--- config.mk ---
export PLATFORM = sky130hd
export DESIGN_NAME = source_marker_overlay
export DESIGN_NICKNAME = d
export VERILOG_FILES = /design/src/rtl/source_marker_overlay.sv
export SDC_FILE = /design/constraint.sdc
export NUM_CORES = 1
export LEC_CHECK = 0
export ABC_AREA = 1
export BUFFER_PORTS_ARGS = -buffer_cell sky130_fd_sc_hd__buf_2
export CAP_MARGIN = 20
export CORE_ASPECT_RATIO = 2
export CORE_MARGIN = 4
export CORE_UTILIZATION = 40
export DETAILED_ROUTE_END_ITERATION = 12
export PLACE_DENSITY = 0.6
export SYNTH_ARGS = -nofsm -noshare
export SYNTH_HDL_FRONTEND = slang
export SYNTH_SLANG_ARGS = --single-unit
--- constraint.sdc ---
create_clock -name clk -period 4.1 [get_ports clk]
set_clock_uncertainty 0.05 [all_clocks]
set_input_delay 0.205 -clock clk [delete_from_list [all_inputs] [get_ports clk]]
set_output_delay 0.205 -clock clk [all_outputs]
set_load 0.03 [all_outputs]
--- src/rtl/source_marker_overlay.sv ---
// Rescales projected sound-source coordinates to display pixels with one shared restoring
// divider, latches them per frame and draws a square outline marker on the video stream.
module source_marker_overlay #(
    parameter int          H_ACT       = 640,
    parameter int          V_ACT       = 480,
    parameter int          SRC_W       = 4000,
    parameter int          SRC_H       = 2900,
    parameter int          MARK_R      = 8,
    parameter logic [23:0] MARK_COLOR  = 24'hFF0000,
    parameter int          HOLD_FRAMES = 30
) (
    input  logic        clk,
    input  logic        rst,
    input  logic        coord_valid,
    output logic        coord_ready,
    input  logic [15:0] x_2d,
    input  logic [15:0] y_2d,
    input  logic        marker_en,
    input  logic        vs_in,
    input  logic        hs_in,
    input  logic        de_in,
    input  logic [23:0] rgb_in,
    output logic        vs_out,
    output logic        hs_out,
    output logic        de_out,
    output logic [23:0] rgb_out
);

    localparam int DIV_W   = 24;
    localparam int SRC_MAX = (SRC_W > SRC_H) ? SRC_W : SRC_H;
    localparam int REM_W   = $clog2(SRC_MAX) + 1;
    localparam int CNT_W   = 12;
    localparam int AGE_W   = $clog2(HOLD_FRAMES + 1);

    localparam logic signed [CNT_W-1:0] R_OUT = CNT_W'(MARK_R);
    localparam logic signed [CNT_W-1:0] R_IN  = CNT_W'(MARK_R - 1);

    typedef enum logic [1:0] {IDLE, DIV_X, DIV_Y, DONE} state_t;

    function automatic logic [15:0] clamp_src(input logic [15:0] v, input int lim);
        return (v >= 16'(lim)) ? 16'(lim - 1) : v;
    endfunction

    function automatic logic [CNT_W-1:0] clamp_q(input logic [DIV_W-1:0] q, input int lim);
        return (q >= DIV_W'(lim)) ? CNT_W'(lim - 1) : q[CNT_W-1:0];
    endfunction

    function automatic logic signed [CNT_W-1:0] abs_s(input logic signed [CNT_W-1:0] v);
        return (v < 0) ? -v : v;
    endfunction

    state_t state, state_nxt;

    logic                   accept;
    logic                   done_wr;
    logic [4:0]             div_cnt;
    logic                   div_last;
    logic [DIV_W-1:0]       div_q;
    logic [REM_W-2:0]       div_r;
    logic [REM_W-1:0]       div_d;
    logic [REM_W-1:0]       rem_sh;
    logic [REM_W-2:0]       rem_diff;
    logic [REM_W-2:0]       rem_nxt;
    logic                   rem_ge;
    logic [DIV_W-1:0]       q_nxt;
    logic [15:0]            y_hold;
    logic [CNT_W-1:0]       quot_x;
    logic [CNT_W-1:0]       quot_y;

    logic [CNT_W-1:0]       pend_x;
    logic [CNT_W-1:0]       pend_y;
    logic                   pend_valid;
    logic [CNT_W-1:0]       mark_x;
    logic [CNT_W-1:0]       mark_y;
    logic                   mark_valid;
    logic [AGE_W-1:0]       age;

    logic                   vs_d;
    logic                   de_d;
    logic                   vs_rise;
    logic                   de_fall;
    logic [CNT_W-1:0]       h_cnt;
    logic [CNT_W-1:0]       v_cnt;
    logic signed [CNT_W-1:0] dx;
    logic signed [CNT_W-1:0] dy;
    logic                   draw;

    logic                   vs_p1;
    logic                   hs_p1;
    logic                   de_p1;
    logic [23:0]            rgb_p1;

    always_ff @(posedge clk) begin
        if (rst) state <= IDLE;
        else     state <= state_nxt;
    end

    always_comb begin
        state_nxt = state;
        case (state)
            IDLE:    if (coord_valid) state_nxt = DIV_X;
            DIV_X:   if (div_last)    state_nxt = DIV_Y;
            DIV_Y:   if (div_last)    state_nxt = DONE;
            DONE:                     state_nxt = IDLE;
            default:                  state_nxt = IDLE;
        endcase
    end

    always_comb begin
        coord_ready = (state == IDLE);
        accept      = coord_ready && coord_valid;
        done_wr     = (state == DONE);
    end

    // One restoring step per clock; the divisor follows the axis being divided.
    always_comb begin
        div_d    = (state == DIV_Y) ? REM_W'(SRC_H) : REM_W'(SRC_W);
        rem_sh   = {div_r, div_q[DIV_W-1]};
        rem_ge   = (rem_sh >= div_d);
        rem_diff = rem_sh[REM_W-2:0] - div_d[REM_W-2:0];
        rem_nxt  = rem_ge ? rem_diff : rem_sh[REM_W-2:0];
        q_nxt    = {div_q[DIV_W-2:0], rem_ge};
        div_last = (div_cnt == 5'(DIV_W - 1));
    end

    always_ff @(posedge clk) begin
        if (rst) begin
            div_cnt <= '0;
        end else if (state == DIV_X || state == DIV_Y) begin
            div_cnt <= div_last ? '0 : div_cnt + 1'b1;
        end else begin
            div_cnt <= '0;
        end
    end

    always_ff @(posedge clk) begin
        if (accept) begin
            div_q  <= DIV_W'(clamp_src(x_2d, SRC_W)) * DIV_W'(H_ACT);
            div_r  <= '0;
            y_hold <= clamp_src(y_2d, SRC_H);
        end else if (state == DIV_X && div_last) begin
            quot_x <= clamp_q(q_nxt, H_ACT);
            div_q  <= DIV_W'(y_hold) * DIV_W'(V_ACT);
            div_r  <= '0;
        end else if (state == DIV_Y && div_last) begin
            quot_y <= clamp_q(q_nxt, V_ACT);
        end else if (state == DIV_X || state == DIV_Y) begin
            div_q <= q_nxt;
            div_r <= rem_nxt;
        end
    end

    always_comb begin
        vs_rise = vs_in && !vs_d;
        de_fall = !de_in && de_d;
    end

    // Frame latch reads the old pending value before a same-edge DONE overwrites it.
    always_ff @(posedge clk) begin
        if (rst) begin
            vs_d       <= 1'b0;
            de_d       <= 1'b0;
            h_cnt      <= '0;
            v_cnt      <= '0;
            pend_valid <= 1'b0;
            mark_valid <= 1'b0;
            age        <= '0;
        end else begin
            vs_d <= vs_in;
            de_d <= de_in;
            if (de_in)        h_cnt <= h_cnt + 1'b1;
            else if (de_fall) h_cnt <= '0;
            if (vs_rise)      v_cnt <= '0;
            else if (de_fall) v_cnt <= v_cnt + 1'b1;
            if (vs_rise) begin
                if (pend_valid) begin
                    mark_valid <= 1'b1;
                    age        <= '0;
                    pend_valid <= 1'b0;
                end else if (age < AGE_W'(HOLD_FRAMES)) begin
                    age <= age + 1'b1;
                    if (age == AGE_W'(HOLD_FRAMES - 1)) mark_valid <= 1'b0;
                end
            end
            if (done_wr) pend_valid <= 1'b1;
        end
    end

    always_ff @(posedge clk) begin
        if (vs_rise && pend_valid) begin
            mark_x <= pend_x;
            mark_y <= pend_y;
        end
        if (done_wr) begin
            pend_x <= quot_x;
            pend_y <= quot_y;
        end
    end

    always_comb begin
        dx   = abs_s($signed(h_cnt) - $signed(mark_x));
        dy   = abs_s($signed(v_cnt) - $signed(mark_y));
        draw = marker_en && mark_valid && de_in && (dx <= R_OUT) && (dy <= R_OUT) &&
               ((dx >= R_IN) || (dy >= R_IN));
    end

    // Stage p1: registered video with the overlay applied.
    always_ff @(posedge clk) begin
        if (rst) begin
            vs_p1  <= 1'b0;
            hs_p1  <= 1'b0;
            de_p1  <= 1'b0;
            rgb_p1 <= '0;
        end else begin
            vs_p1  <= vs_in;
            hs_p1  <= hs_in;
            de_p1  <= de_in;
            rgb_p1 <= draw ? MARK_COLOR : rgb_in;
        end
    end

    assign vs_out  = vs_p1;
    assign hs_out  = hs_p1;
    assign de_out  = de_p1;
    assign rgb_out = rgb_p1;

endmodule

# Yosys cells after proc, flatten, opt, wreduce, memory -nomap -nowiden
# Cells that the tools add are included.
dict set report totals {
  ff_bits 189
  latchBits 0
  mem_bits_rw 0
  mem_bits_ro 0
  input_bits 63
  output_inout_bits 28
  elab_cells 117
  mem_count 0
}
dict set report classes {
  addsub 9
  multipliers 2
  n_div 0
  n_lt_le_gt_ge 12
  eq_ne 10
  shift 0
  muxes 23
  n_bitwise 4
  reduce_logical 34
}
# op count
set ops {}
lappend ops {{24-bit 2-to-1 mux} 5}
lappend ops {{12-bit 2-to-1 mux} 5}
lappend ops {{12-bit subtractor} 3}
lappend ops {{16-bit by 12-bit greater-or-equal comparator with 1-bit output, second input constant} 2}
lappend ops {{12-bit by 1-bit adder with 12-bit output, second input constant} 2}
lappend ops {{12-bit by 4-bit greater-or-equal comparator with 1-bit output, second input constant} 2}
lappend ops {{24-bit by 10-bit greater-or-equal comparator with 1-bit output, second input constant} 1}
lappend ops {{24-bit by 9-bit greater-or-equal comparator with 1-bit output, second input constant} 1}
lappend ops {{12-bit by 5-bit <= comparator with 1-bit output, second input constant} 2}
lappend ops {{12-bit by 1-bit less-than comparator with 1-bit output, second input constant} 2}
lappend ops {{12-bit negation} 2}
lappend ops {{16-bit by 4-bit multiplier with 19-bit output, second input constant} 1}
lappend ops {{16-bit by 3-bit multiplier with 17-bit output, second input constant} 1}
lappend ops {{16-bit 2-to-1 mux} 1}
lappend ops {{13-bit by 12-bit greater-or-equal comparator with 1-bit output} 1}
lappend ops {{1-bit logical AND} 11}
lappend ops {{11-bit 2-to-1 mux} 1}
lappend ops {{5-bit by 1-bit adder with 5-bit output, second input constant} 2}
lappend ops {{5-bit equality test, second input constant} 2}
lappend ops {{5-bit 2-to-1 mux} 2}
lappend ops {{2-bit AND reduction} 5}
lappend ops {{2-bit nonzero test} 5}
lappend ops {{3-bit AND reduction} 3}
lappend ops {{2-bit != test, second input constant} 4}
lappend ops {{14 further kinds} 28}

# Depth between registers and ports, before layout
# Gate-level depths: netlist of the first run.
dict set report logic_depth {
  word_depth 8
  mapped_depth 25
  ltp_nobuf 24
}

# Worst setup path before layout of the first run
# No wires, ideal clock.
dict set report synth_path {
  path_kind {register to register}
  start {reg y_hold[2]}
  end {reg div_q[21] (data pin)}
  setup_ns 0.264
  t_arrival_ns 3.181
  required_ns 3.786
  setup_slack_ns 0.605
  path_stages_with_launch 18
  path_buffers 0
  period_less_slack_ns 3.495
  cell_sequence {edfxtp_1 fa_1 fa_1 fa_1 nand3_1 nand2_1 nand2_1 nand2_1 a21oi_1 nor2_1 nor2_1 o21bai_1 a21boi_0 o21ai_0 nand2_1 nand3_1 nand3_1 nand3_1}
}
dict set report synth_via {
  elab_chain_cells 3
}
# element line
set synth_rtl {}
lappend synth_rtl {{start, declared} 66} ;# logic [15:0] y_hold;
lappend synth_rtl {{start signal, assigned} 140} ;# y_hold <= clamp_src(y_2d, SRC_H);
lappend synth_rtl {{16-bit by 4-bit multiplier with 19-bit output} 143} ;# div_q <= DIV_W'(y_hold) * DIV_W'(V_ACT);
lappend synth_rtl {{24-bit 2-to-1 mux} 141} ;# end else if (state == DIV_X && div_last) begin
lappend synth_rtl {{24-bit 2-to-1 mux} 137} ;# if (accept) begin
lappend synth_rtl {{end signal, assigned} 138} ;# div_q <= DIV_W'(clamp_src(x_2d, SRC_W)) * DIV_W'(H_ACT);
lappend synth_rtl {{end signal, assigned} 143}
lappend synth_rtl {{end signal, assigned} 148} ;# div_q <= q_nxt;
lappend synth_rtl {{end, declared} 58} ;# logic [DIV_W-1:0] div_q;
# Every way passes these cells.
# A chain may end at the register's enable or synchronous reset.

# Worst setup path after layout of the first run
dict set report layout_path {
  start {reg y_hold[3]}
  end {reg div_q[20] (data pin)}
}
# The elaborated chain is that of the path after synthesis.

==> impl_metrics.ini, run 1 <==
[floorplanning]
ios = 91
core_area_mm2 = 0.0296
die_y_um = 254
start_util_pct = 40.8
rows = 89
fp.dieW_um = 131
dieArea_mm2 = 0.0333

[cells_and_area]
fin_area_mm2 = 0.0140
nets = 1842
drive_above_1_share_pct = 12.6
fin_cells = 2036
antenna_cells = 0
syn_to_final_growth_pct = 15.5

[timing]
rsz0062_at_grt = false
tns_ps = 0
slew_viol_final = 0
relSlewSlack_pct = 36.9
setup_viol_count_final = 0
timing.hold.ws_ps = 34.5
fmax_mhz = 261
report.final.hold_viol_count = 0
tightest_slew_ps = 943
timing.final.crit_share_pct = 93.6
min_period_ps = 3840

[placed_design]
dp_hpwl_um = 22900
gp_congestion = 0.898
dpl.cell_count = 1968
portBuffers = 90
placed_area_mm2 = 0.0130

[drt]
wirelength_um = 28400
viasPerCell = 5.01
firstDrtPassIters = 5
drcViolationCount = 0
wire_per_inst_um = 13.9
vias = 10200
antenna_left = 0
drtIter0Drc = 418

[global_route]
grt_max_degree = 28
grt_remaining_overflow = 0
grt_usage_pct = 17.6
grt_pass1_vias = 10100
grt_pass1_wl_um = 46300
antenna_found_initial = 0

[worst_setup_path]
critPathKind = flop to flop
cp_data_required_time_ps = 4230
crit_fanout = 4
crit_path_end_kind = flop
cp-start-kind = flop
critical_path_arrival_ps = 3970
rrSetupSlack_ps = 260

[synth]
netlist_instances = 1505
avgSynthCellArea_um2 = 8.04
ys.flop_type = edfxtp_1
synth_edf_count = 105
synth_cell_types = 54
syn-cell-area_mm2 = 0.0121
ys_seq_elements = 189
synth_warnings = 0
synth.yosys.seq_area_share_pct = 40.0
async_flop_share_pct = 0

[clock_network]
cts_made_buffers = 17
root_buffer = clkbuf_16
clk_latency_ps = 440
clockBufferDepth = 2
h-tree-depth = 4
cts.sinks = 189
clkTransAtPathRegs_ps = 80
cts_tree = done

[power_and_ir_drop]
powerDensity_mw_per_mm2 = 483
finalPower_mw = 6.74
vdd_drop_max_v = 0.000674
total_leakage_power_nw = 6.34

[run]
cap_violations = 0

[status]
status = complete, no violations

[hold_path]
hold_class = input pin to flop
path summary, 6_finish.rpt:
| kind | to | cells after the start | start |
|---|---|---|---|
| worst min-delay path | y_hold[5] | 3 | y_2d[5] |
| worst min register to register | mark_x[7] | 0 | pend_x[7] |
| worst max-delay path | div_q[20] | 15 | y_hold[3] |
| worst max register to register | div_q[20] | 15 | y_hold[3] |
layout make-up:
cell class / count / area [um^2]
Clock inverter: 13 / 123
Sequential cell: 189 / 4830
Timing Repair Buffer: 136 / 898
Fill cell: 2926 / 15700
Clock buffer: 19 / 433
Multi-Input combinational cell: 1068 / 6300
Inverter: 247 / 927
Tap cell: 364 / 455
worst max-delay path, cell delays in order (launching register included):
cell,delay [ps]
edfxtp_1,470
buf_4,180
fa_1,570
fa_1,430
ha_1,360
nand2_1,80
o21a_1,200
o21ai_0,220
inv_1,110
o21a_1,200
o21ai_0,280
nand3_1,110
nand2_1,130
nand2_1,70
nand2_1,60
o211ai_1,70
cell usage in the layout (no fill, tap or decap), types with 12 or more instances in the layout:
cell / instances
a21oi_1: 99
buf_2: 90
buf_4: 12
clkbuf_16: 17
conb_1: 15
dfxtp_1: 84
dlygate4sd3_1: 33
edfxtp_1: 105
fa_1: 32
ha_1: 88
inv_1: 240
nand2_1: 358
nand2_2: 18
nand3_1: 100
nand4_1: 15
nor2_1: 117
nor2_2: 19
nor3_1: 24
o21ai_0: 56
or2_2: 19
xor2_1: 12
report_power, final:
| group | leakage, nW | internal (mW) | switching (mW) |
|---|---|---|---|
| sequential | 1.61 | 2.32 | 0.175 |
| combinational | 4.45 | 0.995 | 1.70 |
| clock | 0.269 | 0.802 | 0.756 |
| total | 6.34 | 4.12 | 2.63 |
cell families (layout without fill, tap and decap cells):
kind of cell	count (synthesis)	after routing	synth area share, %
other cells	1	15	0.0310
compound gates	209	209	9.77
fa+ha+maj	120	120	14.4
xor+xnor	20	20	1.45
buf+inv	262	415	8.39
simple gates	704	704	26.0
flops	189	189	40.0
metal layers:
metal	vias to the layer above	wire, um	GRT usage (%)
li1	5241	-	-
met1	4720	9390	15.9
met2	159	17100	35.9
met3	76	555	2.27
met4	0	1350	8.91
met5	-	0	0
synth_stat cells, types with 19 or more instances:
cell type  number  share of area (%)
nand2_1       358                 11
inv_1         240                7.4
nor2_1        118                3.7
edfxtp_1      105                 26
nand3_1       100                4.1
a21oi_1        99                4.1
ha_1           88                9.1
dfxtp_1        84                 14
o21ai_0        56                2.3
fa_1           32                5.3
nor3_1         24               0.99
or2_2          19               0.98
stage by stage:
step	util, %	worst slack (ps)
floorplan	-	605
global placement	44.0	379
detailed placement	44.0	301
CTS	47.0	280
global route	47.2	31.4
finish	47.2	264
repair_timing:
item	CTS	global route
buffers inserted	0	2
resized for setup	0	1
setup endpoints to repair	0	1
hold buffers	33	0
endpoints found under the hold margin	33	0
(Power assumes the default switching activity.)
==> inputs of run 2 (changes only) <==
- ABC_AREA: 1 -> default
==> run 2 against run 1 <==
Core utilization grew 0.20 points. Via count shrank 14%. Count of clock-buffer cells in the layout shrank 1. Sequential power is essentially flat. Register-to-register slack is essentially flat. Die area shrank 5.3%. Worst setup slack gained 0.72 ps. Largest cell class unchanged. Largest power group unchanged.
==> impl_metrics.ini, run 2 <==
[status]
status = complete, no violations

[power_and_ir_drop]
total_leakage_power_nw = 5.23
powerDensity_mw_per_mm2 = 497
vdd_drop_max_v = 0.000331
finalPower_mw = 6.64

[floorplanning]
fp.dieW_um = 127
ios = 91
core_area_mm2 = 0.0282
dieArea_mm2 = 0.0315
die_y_um = 247
start_util_pct = 40.5
rows = 87

[drt]
wirelength_um = 25500
drtIter0Drc = 360
antenna_left = 0
drcViolationCount = 0
firstDrtPassIters = 4
viasPerCell = 5.30
wire_per_inst_um = 15.4
vias = 8767

[synth]
synth_area_leaders = edfxtp_1, dfxtp_1, ha_1, fa_1, a21oi_1
netlist_instances = 1135
synth.most_common_cell = edfxtp_1
synth.yosys.seq_area_share_pct = 42.3
synth_cell_types = 82
ys_seq_elements = 189
synth_edf_count = 105
avgSynthCellArea_um2 = 10.1
ys.flop_type = edfxtp_1
async_flop_share_pct = 0
synth_warnings = 0
syn-cell-area_mm2 = 0.0114
yosys-top-cells-count = edfxtp_1, nor2_1, ha_1, dfxtp_1, a21oi_1
netlist.top_cell.by_area = edfxtp_1
yosys.area.top_type_share_pct = 27.6

[global_route]
grt_max_degree = 49
grt_remaining_overflow = 0
grt_pass1_wl_um = 41300
grt_usage_pct = 16.3
antenna_found_initial = 0
grt_pass1_vias = 8808

[timing]
slew_viol_final = 0
relSlewSlack_pct = 36.7
timing.final.crit_share_pct = 93.6
min_period_ps = 3840
tns_ps = 0
setup_viol_count_final = 0
rsz0062_at_grt = false
fmax_mhz = 261
setup_slack_ps = 264
report.final.hold_viol_count = 0
tightest_slew_ps = 946

[worst_setup_path]
crit_fanout = 24
cp-start-kind = flop
rrSetupSlack_ps = 260
max_stage_delay_ps = 450
cp_cell_sequence = inv_1 > ha_1 > fa_1 > nand2b_1 > a21o_1 > a311oi_2 > nor4b_4 > o211ai_1 > nand4b_1 > a31oi_1 > o211ai_1 > a211oi_4 > buf_12 > nor3b_1
cpMaxStageDelayCell = a311oi_2
critical_path_arrival_ps = 4080
r2r_end = rgb_out[8]
cp-startpoint = h_cnt[0]
critPathKind = flop to flop
crit_path_end_kind = flop
r2r-start = h_cnt[0]
cpMostUsedCell = o211ai_1
cp_data_required_time_ps = 4340
r2r_cells = 14

[placed_design]
gp_congestion = 0.841
dp_hpwl_um = 20200
dpl.cell_count = 1586
portBuffers = 90
dp_slack_ps = 39.8

[cells_and_area]
antenna_cells = 0
final_common_cell = edfxtp_1
layout_common_cells = edfxtp_1, nor2_1, buf_2
drive_above_1_share_pct = 14.6
syn_to_final_growth_pct = 16.9
fin_cells = 1654
nets = 1468

[clock_network]
root_buffer = clkbuf_16
clockBufferDepth = 2
h-tree-depth = 4
cts_tree = done
cts_made_buffers = 17
clkTransAtPathRegs_ps = 70
cts.sinks = 189
clk_latency_ps = 440

[hold_path]
hold_class = input pin to flop
hp-start = y_2d[3]
hold_end = y_hold[3]
min_delay_path_depth = 2

[run]
cap_violations = 0
## run 2: cell types whose count changed in the layout (fill, tap and decap cells not counted), sizes merged, moves of 20 or more
| cell | previous run | this run |
|---|---|---|
| nand2b | 0 | 27 |
| nand2 | 379 | 78 |
| nor2 | 136 | 99 |
| a21o | 0 | 24 |
| nor3b | 1 | 21 |
| xnor2 | 8 | 38 |
| nand3 | 111 | 27 |
| inv | 251 | 76 |
## run 2: critical path: cells and delay by family (launching register included)
family / cells / cell delay (ps)
adders and majority gates: 2 / 620
AOI/OAI and AO/OA: 6 / 1410
and+or+nand+nor: 4 / 910
DFF: 1 / 400
buffers and inverters: 2 / 280
## run 2: cell type report
type | instances | area [um^2]
Multi-Input combinational cell | 868 | 6310
Clock inverter | 14 | 123
Fill cell | 2647 | 14800
Inverter | 67 | 251
Clock buffer | 18 | 439
Sequential cell | 189 | 4830
Tap cell | 356 | 445
Timing Repair Buffer | 142 | 951
## run 2: report_power, final
group / internal (mW) / switching, mW / leakage (nW)
sequential: 2.31 / 0.190 / 1.62
combinational: 1.10 / 1.46 / 3.34
clock: 0.817 / 0.769 / 0.279
## run 2: worst max-delay path by stage
stage,cells after the start,endpoint
2_1_floorplan,16,div_q[20]
3_3_place_gp,17,div_q[20]
3_5_place_dp,17,div_q[20]
4_1_cts,14,div_q[23]
5_1_grt,14,div_q[23]
6_report,14,rgb_out[8]
## run 2: routing by layer
layer  vias to the layer above  share of wire (%)  GRT usage (%)
met4                         0                4.6           8.75
met1                      4171                 35           15.2
met3                        63                1.9           2.25
met2                       123                 59           32.8
met5                         -                  0              0
li1                       4410                  -              -
## run 2: metrics by stage
step           area, um^2  hold WS, ps  util, %
2_1_floorplan       11500          283        -
3_3_place_gp        12400          351     44.0
3_5_place_dp        12400          355     44.0
4_1_cts             13300         10.9     47.1
5_1_grt             13400         25.1     47.4
6_report            13400         32.0     47.4
## run 2: kinds of logic after synthesis
| kind of cell | count (synthesis) | share of synthesized area (%) |
|---|---|---|
| AND/OR/NAND/NOR | 389 | 17.4 |
| adder cells (fa/ha/maj) | 120 | 15.2 |
| multiplexers | 7 | 0.624 |
| buffers and inverters | 92 | 3.14 |
| other | 1 | 0.0328 |
| AO/OA/AOI/OAI | 271 | 16.1 |
| flip-flops | 189 | 42.3 |
| XOR/XNOR | 66 | 5.13 |
## run 2: repair_timing
action / in CTS / in global routing
setup endpoints to repair: 0 / 19
gates resized for setup: 0 / 6
hold endpoints to repair: 32 / 0
buffers inserted: 0 / 3
hold buffers: 32 / 0
==> inputs of run 3 (changes only) <==
- BUFFER_PORTS_ARGS: -buffer_cell sky130_fd_sc_hd__buf_2 -> default
- DONT_BUFFER_PORTS: default -> 1
- PLACE_DENSITY: 0.6 -> 0.57
==> run 3 against run 2 <==
Power rose by 1.3%. Non-clock buffer count down 70. Count of clock-buffer cells in the layout rose by 2. Largest power group is now registers. Via count down 3.4%. Sequential share of layout area grew 0.64 points.
==> impl_metrics.ini, run 3 (synthesis gave the netlist of run 2 again) <==
[clock_network]
root_buffer = clkbuf_16
clockBufferDepth = 2
cts_tree = done
cts.sinks = 189
h-tree-depth = 4
cts_made_buffers = 17
clk_latency_ps = 440
clkTransAtPathRegs_ps = 70

[worst_setup_path]
worst-path-buf-inv = 1
cp_data_required_time_ps = 4340
cp-start-kind = flop
r2r_end = div_q[23]
rrSetupSlack_ps = 210
crit_path_end_kind = flop
cpMaxStageDelayCell = fa_1
cp-endpoint = div_q[23]
r2r_cells = 14
r2r-start = y_hold[0]
cp.depth = 14
critical_path_arrival_ps = 4130
crit_fanout = 3
critPathKind = flop to flop
cp-startpoint = y_hold[0]
max_stage_delay_ps = 600
cp_cell_sequence = fa_1 > fa_1 > fa_1 > a21o_1 > a21oi_2 > o21bai_1 > a21oi_2 > o21bai_2 > a211oi_1 > buf_4 > o21bai_1 > a31oi_1 > mux2i_1 > a2bb2oi_1
critPathTopFamily = adder cells
cpMostUsedCell = fa_1

[global_route]
grt_pass1_vias = 8638
grt_pass1_wl_um = 41600
antenna_found_initial = 0
grt_remaining_overflow = 0
grt_max_degree = 48
grt_usage_pct = 16.5

[cells_and_area]
nFillCells = 2672
final_common_cell = edfxtp_1
multi_input_area_mm2 = 0.00629
layout_common_cells = edfxtp_1, nor2_1, ha_1
syn_to_final_growth_pct = 14.9
drive_above_1_share_pct = 8.79
seq_area_mm2 = 0.00483
nets = 1398
antenna_cells = 0

[power_and_ir_drop]
vdd_drop_max_v = 0.000319
finalPower_mw = 6.73
powerDensity_mw_per_mm2 = 513
total_leakage_power_nw = 4.97

[timing]
tns_ps = 0
timing.final.crit_share_pct = 94.9
tightest_slew_ps = 866
min_period_ps = 3890
report.final.hold_viol_count = 0
fmax_mhz = 257
relSlewSlack_pct = 42.2
setup_viol_count_final = 0
setup_slack_ps = 210
rsz0062_at_grt = false
slew_viol_final = 0
timing.hold.ws_ps = 34.7

[status]
status = complete, no violations

[run]
cap_violations = 0

[hold_path]
hold_class = input pin to flop
min_delay_path_depth = 2

[floorplanning]
ios = 91
fp.dieW_um = 127
die_y_um = 247
dieArea_mm2 = 0.0315
core_area_mm2 = 0.0282
rows = 87
start_util_pct = 40.5

[placed_design]
portBuffers = 0
dp_slack_ps = 69.8
gp_congestion = 0.835
dp_hpwl_um = 20200

[drt]
wire_per_inst_um = 16.2
viasPerCell = 5.34
firstDrtPassIters = 6
drcViolationCount = 0
antenna_left = 0
vias = 8465
drtIter0Drc = 277
wirelength_um = 25600
run 3: worst min path at each step:
stage                 endpoint      from  slack [ps]
floorplan               hs_out     hs_in         280
global route          v_cnt[1]     de_in          60
CTS                 y_hold[11]  y_2d[13]          20
finish              y_hold[11]  y_2d[13]          30
detailed placement      vs_out       rst         230
global placement        vs_out       rst         230
run 3: area by class of cell:
type | count | area share (%)
multi-input combinational | 868 | 47.9
clock buffer | 20 | 3.65
inverter | 67 | 1.92
clock inverter | 12 | 0.992
tap | 356 | 3.39
timing repair buffer | 72 | 5.26
sequential | 189 | 36.8
run 3: power by group:
part	total, mW	switching (mW)	internal [mW]
Combinational	2.51	1.41	1.10
Clock	1.69	0.800	0.891
Sequential	2.53	0.223	2.30
Total	6.73	2.43	4.29
run 3: what timing repair did:
item / in CTS / in global routing
endpoints found under the hold margin: 62 / 0
endpoints found under the setup margin: 0 / 2
buffers inserted: 0 / 4
gates resized for setup: 0 / 3
hold buffers: 43 / 0
run 3: worst register-to-register path, stage by stage (launching register included):
cell and delay (ps):
edfxtp_1 440, fa_1 600, fa_1 460, fa_1 400
a21o_1 200, a21oi_2 150, o21bai_1 90, a21oi_2 180
o21bai_2 100, a211oi_1 250, buf_4 170, o21bai_1 60
a31oi_1 190, mux2i_1 210, a2bb2oi_1 170
run 3: metal layers:
layer	GRT usage (%)	up-vias	share of wire (%)
li1	-	4266	-
met2	34.6	102	61
met5	0	-	0
met1	15.2	4046	34
met4	6.82	0	3.3
met3	2.25	51	1.7
run 3: through the flow:
step / util (%) / instances / instance area, um^2
after floorplan: - / 1149 / 11500
after global placement: 42.6 / 1504 / 12000
after detailed placement: 42.6 / 1504 / 12000
after CTS: 46.3 / 1579 / 13100
after global routing: 46.5 / 1584 / 13100
final: 46.5 / 1584 / 13100
